[config.mk]
export PLATFORM = sky130hd
export DESIGN_NAME = note_judge_flat
export DESIGN_NICKNAME = d
export VERILOG_FILES = /design/src/rtl/rhythm_pkg.sv /design/src/rtl/note_judge_if.sv /design/src/rtl/key_debounce.sv /design/src/rtl/note_judge.sv /design/src/flat_wrapper.sv
export SDC_FILE = /design/constraint.sdc
export NUM_CORES = 1
export LEC_CHECK = 0
export CAP_MARGIN = 0
export CORE_MARGIN = 2
export CORE_UTILIZATION = 55
export CTS_CLUSTER_SIZE = 10
export DETAILED_ROUTE_END_ITERATION = 6
export DONT_BUFFER_PORTS = 1
export PLACE_DENSITY = 0.81
export SKIP_CTS_REPAIR_TIMING = 1
export SYNTH_ARGS = -nofsm -noshare
export SYNTH_HDL_FRONTEND = slang
export SYNTH_HIERARCHICAL = 1
export SYNTH_SLANG_ARGS = --single-unit
[constraint.sdc]
create_clock -name CLOCK_25 -period 10.93 [get_ports CLOCK_25]
set_input_delay 1.093 -clock CLOCK_25 [delete_from_list [all_inputs] [get_ports CLOCK_25]]
set_output_delay 1.093 -clock CLOCK_25 [all_outputs]
set_load 0.01 [all_outputs]
[src/rtl/rhythm_pkg.sv]
// Shared constants and types for the falling-note hit judge.
// Holds lane count, hit/perfect window defaults, score weights, counter
// widths and the per-lane judge state type.
package rhythm_pkg;

  localparam int LANES_DEF      = 4;
  localparam int DEBOUNCE_DEF   = 250000;
  localparam int HIT_Y_MIN_DEF  = 442;
  localparam int HIT_Y_MAX_DEF  = 466;
  localparam int PERF_Y_MIN_DEF = 451;
  localparam int PERF_Y_MAX_DEF = 458;

  localparam int Y_W     = 10;
  localparam int SCORE_W = 16;
  localparam int COMBO_W = 8;

  localparam int PERF_WEIGHT = 2;
  localparam int GOOD_WEIGHT = 1;

  typedef enum logic [1:0] {
    ST_IDLE   = 2'd0,
    ST_ARMED  = 2'd1,
    ST_JUDGED = 2'd2
  } lane_state_t;

endpackage

[src/rtl/note_judge_if.sv]
// Signal bundle between the note pattern stage / key inputs and the judge.
//   master: drives KEY, note_valid, note_y; receives judgments and HUD counters
//   slave : the judge itself
interface note_judge_if
  import rhythm_pkg::*;
#(
  parameter int LANES = LANES_DEF
);
  logic [LANES-1:0]     KEY;
  logic [LANES-1:0]     note_valid;
  logic [LANES*Y_W-1:0] note_y;
  logic [LANES-1:0]     hit_pulse;
  logic [LANES-1:0]     perfect_pulse;
  logic [LANES-1:0]     miss_pulse;
  logic [LANES-1:0]     note_clear;
  logic [SCORE_W-1:0]   score;
  logic [COMBO_W-1:0]   combo;

  modport master (
    output KEY, note_valid, note_y,
    input  hit_pulse, perfect_pulse, miss_pulse, note_clear, score, combo
  );

  modport slave (
    input  KEY, note_valid, note_y,
    output hit_pulse, perfect_pulse, miss_pulse, note_clear, score, combo
  );
endinterface

[src/rtl/key_debounce.sv]
// One push-button conditioner: 2-flop synchronizer, inversion to active-high,
// stability debounce and a registered one-cycle press pulse.
//   clk   : clock
//   rst   : asynchronous active-high reset
//   key_n : raw active-low button, asynchronous to clk
//   press : one-cycle pulse when the accepted level goes pressed
module key_debounce #(
  parameter int DEBOUNCE_CYCLES = 250000
) (
  input  logic clk,
  input  logic rst,
  input  logic key_n,
  output logic press
);

  localparam int CNT_W = $clog2(DEBOUNCE_CYCLES + 1);

  logic             sync1;
  logic             sync2;
  logic             level;
  logic             key_on;
  logic [CNT_W-1:0] cnt;

  assign key_on = ~sync2;

  // cnt tracks how many consecutive cycles key_on has disagreed with the
  // accepted level; any agreement restarts the count.
  always_ff @(posedge clk or posedge rst) begin
    if (rst) begin
      sync1 <= 1'b1;
      sync2 <= 1'b1;
      level <= 1'b0;
      cnt   <= '0;
      press <= 1'b0;
    end else begin
      sync1 <= key_n;
      sync2 <= sync1;
      press <= 1'b0;
      if (key_on != level) begin
        if (cnt == CNT_W'(DEBOUNCE_CYCLES - 1)) begin
          level <= key_on;
          cnt   <= '0;
          press <= key_on;
        end else begin
          cnt <= cnt + 1'b1;
        end
      end else begin
        cnt <= '0;
      end
    end
  end

endmodule

[src/rtl/note_judge.sv]
// Per-lane hit judge for the falling-note display.
// Judges each note crossing the hit bar as perfect/good hit or miss, sends
// retire pulses back to the pattern stage and keeps saturating score/combo.
//   CLOCK_25 : pixel clock, the only clock
//   reset    : asynchronous active-high reset
//   nj       : note_judge_if slave (KEY, note_valid, note_y in; pulses,
//              note_clear, score, combo out)
//
// Lane FSM:
//   state     | meaning
//   ST_IDLE   | no note in the window yet
//   ST_ARMED  | note inside the window, awaiting press or exit
//   ST_JUDGED | note judged once, waiting for it to leave the window
module note_judge
  import rhythm_pkg::*;
#(
  parameter int LANES           = LANES_DEF,
  parameter int DEBOUNCE_CYCLES = DEBOUNCE_DEF,
  parameter int HIT_Y_MIN       = HIT_Y_MIN_DEF,
  parameter int HIT_Y_MAX       = HIT_Y_MAX_DEF,
  parameter int PERF_Y_MIN      = PERF_Y_MIN_DEF,
  parameter int PERF_Y_MAX      = PERF_Y_MAX_DEF
) (
  input logic         CLOCK_25,
  input logic         reset,
  note_judge_if.slave nj
);

  logic [LANES-1:0] press;
  logic [LANES-1:0] in_win;
  logic [LANES-1:0] past;
  logic [LANES-1:0] in_perf;

  for (genvar i = 0; i < LANES; i++) begin : g_lane
    logic [Y_W-1:0] y;
    assign y = nj.note_y[i*Y_W +: Y_W];

    assign in_win[i]  = nj.note_valid[i] && (y >= Y_W'(HIT_Y_MIN)) && (y <= Y_W'(HIT_Y_MAX));
    assign past[i]    = nj.note_valid[i] && (y > Y_W'(HIT_Y_MAX));
    assign in_perf[i] = (y >= Y_W'(PERF_Y_MIN)) && (y <= Y_W'(PERF_Y_MAX));

    key_debounce #(
      .DEBOUNCE_CYCLES(DEBOUNCE_CYCLES)
    ) u_key (
      .clk   (CLOCK_25),
      .rst   (reset),
      .key_n (nj.KEY[i]),
      .press (press[i])
    );
  end

  lane_state_t        state [LANES];
  logic [LANES-1:0]   hit_nxt;
  logic [LANES-1:0]   perf_nxt;
  logic [LANES-1:0]   miss_nxt;
  logic [SCORE_W-1:0] pts;
  logic [COMBO_W-1:0] hits;
  logic [SCORE_W:0]   score_sum;
  logic [COMBO_W:0]   combo_sum;
  logic [SCORE_W-1:0] score_nxt;
  logic [COMBO_W-1:0] combo_nxt;

  logic [LANES-1:0]   hit_q;
  logic [LANES-1:0]   perf_q;
  logic [LANES-1:0]   miss_q;
  logic [SCORE_W-1:0] score_q;
  logic [COMBO_W-1:0] combo_q;

  // A hit needs the note still inside the window this cycle, so a press on
  // the exit cycle loses to the miss.
  always_comb begin
    hit_nxt  = '0;
    perf_nxt = '0;
    miss_nxt = '0;
    pts      = '0;
    hits     = '0;
    for (int i = 0; i < LANES; i++) begin
      if (state[i] == ST_ARMED) begin
        if (press[i] && in_win[i]) begin
          hit_nxt[i]  = 1'b1;
          perf_nxt[i] = in_perf[i];
        end else if (past[i] || !nj.note_valid[i]) begin
          miss_nxt[i] = 1'b1;
        end
      end
      if (perf_nxt[i]) begin
        pts = pts + SCORE_W'(PERF_WEIGHT);
      end else if (hit_nxt[i]) begin
        pts = pts + SCORE_W'(GOOD_WEIGHT);
      end
      hits = hits + COMBO_W'(hit_nxt[i]);
    end
    score_sum = {1'b0, score_q} + {1'b0, pts};
    combo_sum = {1'b0, combo_q} + {1'b0, hits};
    score_nxt = score_sum[SCORE_W] ? {SCORE_W{1'b1}} : score_sum[SCORE_W-1:0];
    if (|miss_nxt) begin
      combo_nxt = '0;
    end else begin
      combo_nxt = combo_sum[COMBO_W] ? {COMBO_W{1'b1}} : combo_sum[COMBO_W-1:0];
    end
  end

  always_ff @(posedge CLOCK_25 or posedge reset) begin
    if (reset) begin
      for (int i = 0; i < LANES; i++) begin
        state[i] <= ST_IDLE;
      end
      hit_q   <= '0;
      perf_q  <= '0;
      miss_q  <= '0;
      score_q <= '0;
      combo_q <= '0;
    end else begin
      for (int i = 0; i < LANES; i++) begin
        case (state[i])
          ST_IDLE:   if (in_win[i]) state[i] <= ST_ARMED;
          ST_ARMED:  if (hit_nxt[i] || miss_nxt[i]) state[i] <= ST_JUDGED;
          ST_JUDGED: if (!in_win[i]) state[i] <= ST_IDLE;
          default:   state[i] <= ST_IDLE;
        endcase
      end
      hit_q   <= hit_nxt;
      perf_q  <= perf_nxt;
      miss_q  <= miss_nxt;
      score_q <= score_nxt;
      combo_q <= combo_nxt;
    end
  end

  assign nj.hit_pulse     = hit_q;
  assign nj.perfect_pulse = perf_q;
  assign nj.miss_pulse    = miss_q;
  assign nj.note_clear    = hit_q;
  assign nj.score         = score_q;
  assign nj.combo         = combo_q;

endmodule

[src/flat_wrapper.sv]
// flat-port wrapper written by rule: the top's interface ports become plain ports
module note_judge_flat import rhythm_pkg::*;
#(
  parameter int LANES           = LANES_DEF,
  parameter int DEBOUNCE_CYCLES = DEBOUNCE_DEF,
  parameter int HIT_Y_MIN       = HIT_Y_MIN_DEF,
  parameter int HIT_Y_MAX       = HIT_Y_MAX_DEF,
  parameter int PERF_Y_MIN      = PERF_Y_MIN_DEF,
  parameter int PERF_Y_MAX      = PERF_Y_MAX_DEF
)
  (CLOCK_25, reset, nj_KEY, nj_note_valid, nj_note_y, nj_hit_pulse, nj_perfect_pulse, nj_miss_pulse, nj_note_clear, nj_score, nj_combo);
  note_judge_if #(.LANES(LANES)) nj_i ();
  input logic CLOCK_25;
  input logic reset;
  input wire logic [$bits(nj_i.KEY)-1:0] nj_KEY;
  input wire logic [$bits(nj_i.note_valid)-1:0] nj_note_valid;
  input wire logic [$bits(nj_i.note_y)-1:0] nj_note_y;
  output wire logic [$bits(nj_i.hit_pulse)-1:0] nj_hit_pulse;
  output wire logic [$bits(nj_i.perfect_pulse)-1:0] nj_perfect_pulse;
  output wire logic [$bits(nj_i.miss_pulse)-1:0] nj_miss_pulse;
  output wire logic [$bits(nj_i.note_clear)-1:0] nj_note_clear;
  output wire logic [$bits(nj_i.score)-1:0] nj_score;
  output wire logic [$bits(nj_i.combo)-1:0] nj_combo;
  assign nj_i.KEY = nj_KEY;
  assign nj_i.note_valid = nj_note_valid;
  assign nj_i.note_y = nj_note_y;
  assign nj_hit_pulse = nj_i.hit_pulse;
  assign nj_perfect_pulse = nj_i.perfect_pulse;
  assign nj_miss_pulse = nj_i.miss_pulse;
  assign nj_note_clear = nj_i.note_clear;
  assign nj_score = nj_i.score;
  assign nj_combo = nj_i.combo;
  note_judge #(.LANES(LANES), .DEBOUNCE_CYCLES(DEBOUNCE_CYCLES), .HIT_Y_MIN(HIT_Y_MIN), .HIT_Y_MAX(HIT_Y_MAX), .PERF_Y_MIN(PERF_Y_MIN), .PERF_Y_MAX(PERF_Y_MAX)) u_core (.CLOCK_25(CLOCK_25), .reset(reset), .nj(nj_i));
endmodule
; Word-level counts from Yosys, hierarchy flattened
; Cells that the tools add are included.
[word_totals]
word_cells = 212
register_bits = 132
[op_classes]
n_lt_le_gt_ge = 20
eq_ne = 28
n_mux = 71
bitwise_logic = 4
addsub = 15
n_reduce_logical = 45
[ops]
columns = operator, count
row1 = $mux W18, 8
row2 = $mux W16, 8
row3 = $ge A10 B9 Y1 const B, 8
row4 = $le A10 B9 Y1 const B, 8
row5 = $add A18 B1 Y18 const B, 4
row6 = $eq A18 B18 Y1 const B, 4
row7 = $add A16 B1 Y16 const B, 3
row8 = $add A16 B2 Y16 const B, 3
row9 = $gt A10 B9 Y1 const B, 4
row10 = $mux W1, 37
row11 = $mux W2, 12
row12 = $pmux W2 S3, 4
row13 = $logic_and A1 B1 Y1, 20
row14 = $add A16 B16 Y17, 1
row15 = $add A8 B1 Y8, 2
row16 = $mux W8, 2
row17 = $ne A2 B2 Y1 const B, 8
row18 = $reduce_and A3 Y1, 4
row19 = $add A8 B8 Y9, 1
row20 = $eq A2 B1 Y1 const B, 4
row21 = $eq A2 B2 Y1 const B, 4
row22 = $logic_not A2 Y1, 4
row23 = $logic_or A1 B1 Y1, 8
row24 = $ne A2 B1 Y1 const B, 4
row25 = 6 further kinds, 18

; Depth between registers and ports, before layout
; Gate-level depths: netlist of run 1.
[depth]
word_depth = 19
ltp_mapped = 23
ltp_nobuf = 22

; Hierarchy
; The synthesis of run 1 kept the hierarchy.
[by_module_without_submodules]
columns = module, n_inst, seq_area_each_um2, cells_each, area_per_inst_um2
row1 = key_debounce, 4, 553.0, 100, 1054.8
row2 = note_judge, 1, 1101.1, 310, 2852.7

; Least setup slack after synthesis of run 1
; Ideal clock, no wire load.
[synth_timing]
kind = input to register
startpoint = input port nj_note_y[1]
endpoint = register u_core.score_q[4], in the netlist u_core/nj.score[4]
n_path_buf = 1
setup_time_ns = 0.083
stages = 21
slack_ns = 5.495
arrival_time_ns = 5.353
path_cell_list = a211o_1 -> a21oi_1 -> o2111a_2 -> nor2b_1 -> xnor2_1 -> inv_1 -> ha_1 -> nand2b_1 -> o311a_1 -> or2_2 -> ha_1 -> nand2b_1 -> a31o_1 -> fa_1 -> nor2b_1 -> o21a_1 -> o21ai_0 -> a211oi_1 -> nand3_1 -> clkbuf_1 -> o21ai_0
[synth_between]
elab_chain_cells = 19
[synth_rtl]
columns = element, line_no
row1 = "start, declared", flat_wrapper.sv:17  ; input wire logic [$bits(nj_i.note_y)-1:0] nj_note_y;
row2 = $ge A10 B9 Y1, note_judge.sv:38  ; assign in_win[i] = nj.note_valid[i] && (y >= Y_W'(HIT_Y_MIN)) && (y <= Y_W'(HIT_Y_MAX));
row3 = $logic_and A1 B1 Y1, note_judge.sv:38
row4 = $logic_and A1 B1 Y1 (*), note_judge.sv:38
row5 = $logic_and A1 B1 Y1 (*), note_judge.sv:79  ; if (press[i] && in_win[i]) begin
row6 = $mux W1 (*), note_judge.sv:79
row7 = $mux W1 (*), note_judge.sv:78  ; if (state[i] == ST_ARMED) begin
row8 = named net u_core.hit_nxt[0], note_judge.sv:53  ; logic [LANES-1:0] hit_nxt;
row9 = $mux W1 (*), note_judge.sv:88  ; end else if (hit_nxt[i]) begin
row10 = [5 not listed], --
row11 = $mux W16, note_judge.sv:88
row12 = $mux W16 (*), note_judge.sv:86  ; if (perf_nxt[i]) begin
row13 = $add A16 B1 Y16, note_judge.sv:89  ; pts = pts + SCORE_W'(GOOD_WEIGHT);
row14 = $mux W16, note_judge.sv:88
row15 = $mux W16 (*), note_judge.sv:86
row16 = $add A16 B16 Y17 (*), note_judge.sv:93  ; score_sum = {1'b0, score_q} + {1'b0, pts};
row17 = $mux W16 (*), note_judge.sv:95  ; score_nxt = score_sum[SCORE_W] ? {SCORE_W{1'b1}} : score_sum[SCORE_W-1:0];
row18 = named net u_core.score_nxt[4], note_judge.sv:60  ; logic [SCORE_W-1:0] score_nxt;
row19 = "end signal, assigned", note_judge.sv:125  ; score_q <= score_nxt;
row20 = "end, declared", note_judge.sv:66  ; logic [SCORE_W-1:0] score_q;
; The timed path passes the listed nets; every way through them passes the cells marked *.
; A chain may end at the register's enable or synchronous reset.

; Final worst setup path of run 1
[layout_timing]
startpoint = input port nj_note_y[1]
endpoint = register u_core.score_q[13], in the netlist u_core/nj.score[13]
; The elaborated chain is that of the path after synthesis.

==> impl_metrics.toml, run 1 <==
[global_route]
grt_max_degree = 45
grt_pass1_wl_um = 25200
grt_overflow = 0
grt_pass1_vias = 5381
antenna_found_initial = 0
grt_util_all_layers_pct = 22.6

[cts]
worstSkewPairLatency_ns = 0.42
htree_levels = 4
path_clk_slew_ns = 0.06
root_buffer = "clkbuf_16"
numCtsBuffers = 17
max-clock-path-buffers = 2
cts_tree = "done"
cts_sinks = 132

[floorplanning]
die_area_um2 = 13800
initial_core_util_pct = 56.3
die_x_um = 117
core_area_um2 = 12600
fp-row-count = 41
die_height_um = 117
ioPinCount = 90

[sta]
worstMarginPinSlew_ns = 0.941
max_freq_mhz = 169
fin_crit_ns = 5.92
clock_skew_ns = 0.00852
hold_violations = 0
rsz0062_at_grt = "no"
post-route-period-util_pct = 54.2
hold_slack_ns = 0.355
slew_headroom_pct = 37.3
finalSetupTns_ns = 0
setup_viol = 0
report.final.slew_viol_count = 0

[logic_synthesis]
syn_area_um2 = 7070
syn_inst = 710
synth.area.top_cells = "dfrtp_1 (44%), xnor2_1 (7.3%), nor2_1 (4.8%)"
ys_types = 64
ys_seq_area_share_pct = 46.9
synth_ff_type = "dfrtp_1"
synth_enable_flop_cells = 0
ys_seq_elements = 132
netlist.area_leader.share_pct = 43.9
synth.net_count = 778
yosys.area.top_type = "dfrtp_1"
yosysWarnings = 6
synth.avg_cell_area_um2 = 9.96
synthArstFlopShare_pct = 100

[routing]
ant_nets = 0
dr.pass1.iters = 5
drt_iter0_drc = 388
vias_per_cell = 6.12
via_count = 5510
post-route-drc-count = 0
routed_wl_um = 15300
post_drt_wl_per_cell_um = 17.0

[cells_and_area]
fill_cells = 976
drive_above_1_share_pct = 10.8
layout.nets = 784
post-route-util_pct = 62.2
multiInputGateArea_um2 = 3510
final_cell_mix = "dfrtp_1 (124), nor2_1 (91), xnor2_1 (59)"
seq_area_um2 = 3310
area_growth_syn_to_layout_pct = 10.5
final_common_cell = "dfrtp_1"
antenna_cells = 0

[setup_path]
critPathRequiredTime_ns = 11.28
cp-start-kind = "input port"
r2r_start = "u_core/state[7]"
r2r-end = "u_core/nj.score[13]"
critPathMaxFanout = 13
path_class = "input port to flip-flop"
rr_worst_depth = 21
arrival_ns = 6.27
endpoint_kind = "flip-flop"
r2r_setup_slack_ns = 5.42

[place]
dpl.hpwl_um = 10600
io_buffers = 0
place_congestion = 0.891

[min_path]
hold_class = "flip-flop to flip-flop"
holdPathEnd = "u_core/g_lane[3].u_key/sync2"
holdPathStages = 0
hold_path.startpoint = "u_core/g_lane[3].u_key/sync1"

[power_and_ir_drop]
powerDensity_nw_per_um2 = 147
p_leak_nw = 3.32
vdd_ir_drop_max_v = 0.0000970
p_total_mw = 1.15

[status]
status = "finished clean"

[job]
cap_viol_max_count = 0
## report_power, final
group	internal [mW]	switching, mW
logic	0.0130	0.0282
clock network	0.393	0.211
registers	0.498	0.00715
## synth_stat cells, types with 4 or more instances
master,number
nor4_1,28
nand2_1,35
nand2b_1,11
and2_1,6
a21oi_1,22
or4_1,5
nor2b_1,12
nor2_1,91
a211o_1,4
dfrtp_1,124
or2_2,9
ha_1,14
a31oi_1,9
nand3b_1,4
xor2_1,20
or3_4,5
nand3_1,39
dfstp_2,8
nor3_1,22
and3_1,15
o211ai_1,4
nand4_1,23
o31ai_1,5
inv_1,36
o21ai_0,17
o21a_1,4
mux2i_1,5
xnor2_1,59
o41ai_4,4
or4_2,4
fa_1,4
or4_4,8
buf_6,6
buf_4,4
## final cells by class
type / instances / area share, %
clock inverter: 12 / 2.29
timing repair buffer: 1 / 0.0960
inverter: 37 / 1.78
clock buffer: 20 / 5.84
sequential: 132 / 42.4
multi-input combinational: 527 / 44.9
tap: 172 / 2.75
## worst max-delay path by stage
stage	from	slack (ns)	depth (start not counted)	endpoint
6_report	nj_note_y[1]	5.01	21	u_core/nj.score[13]
5_1_grt	nj_note_y[1]	4.58	21	u_core/nj.score[13]
4_1_cts	nj_note_y[1]	5.09	21	u_core/nj.score[13]
3_5_place_dp	nj_note_y[1]	4.77	21	u_core/nj.score[13]
3_3_place_gp	nj_note_y[1]	4.97	21	u_core/nj.score[13]
2_1_floorplan	nj_note_y[1]	5.49	21	u_core/nj.score[4]
## critical path, cell delays in order
cell	delay (ns)
a211o_1	0.29
a21oi_1	0.24
o2111a_2	0.35
nor2b_1	0.19
xnor2_1	0.20
inv_1	0.13
ha_1	0.28
nand2b_1	0.14
o311a_1	0.15
or2_2	0.31
ha_1	0.31
nand2b_1	0.10
a31o_1	0.25
fa_1	0.40
nor2b_1	0.16
o21a_1	0.16
o21ai_0	0.14
a211oi_1	0.52
nand3_1	0.49
nand3_1	0.23
o21a_1	0.14
## layer usage
metal,part of all wire [%],track usage [%],up-vias,routed length (um)
met5,0,0,-,0
met4,1.9,9.41,0,287
met3,6.4,6.18,28,983
met2,48,36.3,203,7420
met1,43,29.0,2743,6630
li1,-,-,2536,-
## through the flow
stage               instances  worst slack, ns  instance area, um2
finish                    901             5.01                7820
floorplan                 710             5.49                7070
global route              901             4.58                7820
global placement          869             4.97                7180
CTS                       901             5.09                7820
detailed placement        869             4.77                7180
## cell families after synthesis
kind of cell / share of synthesized area [%]
AOI/OAI and AO/OA: 9.70
xor gates and xnor gates: 9.78
adders and majority gates: 3.61
buffers and inverters: 3.57
DFF: 46.9
muxes: 0.867
and+or+nand+nor: 25.6
## sequential cells by signal, indices dropped and copies added (netlist names)
register / flops
u_core/g_lane.u_key/press: 4
u_core/nj.perfect_pulse: 4
u_core/nj.hit_pulse: 4
u_core/state: 8
u_core/g_lane.u_key/cnt: 72
u_core/g_lane.u_key/level: 4
u_core/g_lane.u_key/sync2: 4
u_core/nj.combo: 8
u_core/nj.miss_pulse: 4
u_core/nj.score: 16
u_core/g_lane.u_key/sync1: 4
No activity file was read; power rests on OpenSTA's default activity.
==> inputs of run 2 (changes only) <==
- clock period: 10.93 -> 5.5 ns (I/O delays scaled with it)
==> impl_metrics.toml, run 2 (synthesis results as in run 1) <==
[setup_path]
max_stage_delay_ns = 0.39
endpoint_kind = "flip-flop"
cp-start-kind = "flip-flop"
worst-path-stages = 22
critPathSlowestCell = "dfrtp_1"
r2r_setup_slack_ns = 0.42
setup.worst_path.start = "u_core/state[6]"
path_cells = "nor2b_1 > and2_1 > o2111a_2 > nor2b_1 > xnor2_1 > inv_1 > ha_1 > nand2b_1 > o311a_1 > or2_2 > ha_1 > o21ai_0 > nand2_1 > o211ai_1 > ha_1 > nor2b_1 > o21a_1 > o21ai_0 > a211oi_2 > buf_4 > nand3_1 > mux2_2"
r2r-end = "u_core/nj.score[14]"
r2r_start = "u_core/state[6]"
crit_end = "u_core/nj.score[14]"
rr_worst_depth = 22
critical-path-top-delay-family = "compound AO/OA/AOI/OAI gates"
arrival_ns = 5.38
path_buf_inv = 2
critPathMaxFanout = 7
path_class = "flip-flop to flip-flop"
critPathRequiredTime_ns = 5.80

[sta]
max_freq_mhz = 197
fin_crit_ns = 5.08
clock_skew_ns = 0.00811
post-route-period-util_pct = 92.3
hold_violations = 0
worstMarginPinSlew_ns = 0.939
slew_headroom_pct = 37.2
report.final.slew_viol_count = 0
setup_viol = 0
rsz0062_at_grt = "no"

[global_route]
grt_overflow = 0
grt_pass1_vias = 5418
grt_max_degree = 45
antenna_found_initial = 0
grt_pass1_wl_um = 25400
grt_util_all_layers_pct = 22.8

[cells_and_area]
antenna_cells = 0
final_cell_mix = "dfrtp_1 (124), nor2_1 (91), xnor2_1 (59)"
drive_above_1_share_pct = 11.3
layout.nets = 787
regMostFlops = "u_core/g_lane.u_key/cnt"
largest_reg_flops = 72
area_growth_syn_to_layout_pct = 10.1
post-route-util_pct = 61.9
final_common_cell = "dfrtp_1"

[place]
io_buffers = 0
place_congestion = 0.897
dpl.hpwl_um = 10600

[cts]
max-clock-path-buffers = 2
path_clk_slew_ns = 0.06
numCtsBuffers = 17
cts_sinks = 132
htree_levels = 4
root_buffer = "clkbuf_16"
cts_tree = "done"
worstSkewPairLatency_ns = 0.42

[routing]
routed_wl_um = 14900
post-route-drc-count = 0
via_count = 5423
drt_iter0_drc = 366
ant_nets = 0
post_drt_wl_per_cell_um = 16.5
dr.pass1.iters = 5
vias_per_cell = 6.00

[min_path]
hold_class = "input port to flip-flop"

[floorplanning]
die_height_um = 117
core_area_um2 = 12600
die_x_um = 117
initial_core_util_pct = 56.3
die_area_um2 = 13800
fp-row-count = 41
ioPinCount = 90

[power_and_ir_drop]
powerDensity_nw_per_um2 = 280
p_total_mw = 2.18
p_leak_nw = 3.31
vdd_ir_drop_max_v = 0.000194

[job]
cap_viol_max_count = 0

[status]
status = "finished clean"
-- run 2: cell type report --
cell class                 count  area [um2]
tap                          172         215
multi-input combinational    527        3510
timing repair buffer           4        30.0
clock buffer                  19         443
inverter                      37         139
fill                        1007        4780
sequential                   132        3310
clock inverter                13         134
-- run 2: where the power goes --
part | switching [mW] | internal (mW) | leakage, nW
sequential | 0.0144 | 0.989 | 1.79
clock | 0.420 | 0.676 | 0.279
combinational | 0.0544 | 0.0255 | 1.24
total | 0.489 | 1.69 | 3.31
-- run 2: worst min-delay path by stage --
stage                                            start                           end  cells after the start
final                                        nj_KEY[2]  u_core/g_lane[2].u_key/sync1                      0
after global routing                         nj_KEY[3]  u_core/g_lane[3].u_key/sync1                      0
after CTS                                    nj_KEY[2]  u_core/g_lane[2].u_key/sync1                      0
after detailed placement  u_core/g_lane[0].u_key/sync1  u_core/g_lane[0].u_key/sync2                      0
after global placement    u_core/g_lane[3].u_key/sync1  u_core/g_lane[3].u_key/sync2                      0
after floorplan           u_core/g_lane[0].u_key/sync1  u_core/g_lane[0].u_key/sync2                      0
-- run 2: stage by stage --
stage / area, um2 / hold slack, ns / cells / setup TNS, ns / worst slack (ns)
floorplan: 7070 / 0.345 / 710 / 0 / 0.608
global placement: 7200 / 0.346 / 871 / 0 / 0.284
CTS: 7770 / 0.104 / 903 / 0 / 0.208
detailed placement: 7200 / 0.347 / 871 / -0.00849 / -0.00849
finish: 7780 / 0.122 / 904 / 0 / 0.421
global route: 7780 / 0.0998 / 904 / 0 / 0.0336
-- run 2: metal layers --
metal  track usage [%]  vias to the layer above  share of wire [%]
li1                  -                     2551                  -
met1              29.2                     2651                 43
met2              36.3                      187                 49
met3              6.37                       34                6.5
met4              9.71                        0                1.9
met5                 0                        -                  0
-- run 2: worst register-to-register path, stage by stage (launching register included) --
cell	delay, ns
dfrtp_1	0.39
nor2b_1	0.21
and2_1	0.23
o2111a_2	0.35
nor2b_1	0.19
xnor2_1	0.21
inv_1	0.14
ha_1	0.30
nand2b_1	0.15
o311a_1	0.17
or2_2	0.32
ha_1	0.22
o21ai_0	0.21
nand2_1	0.08
o211ai_1	0.12
ha_1	0.31
nor2b_1	0.17
o21a_1	0.19
o21ai_0	0.30
a211oi_2	0.14
buf_4	0.17
nand3_1	0.08
mux2_2	0.33
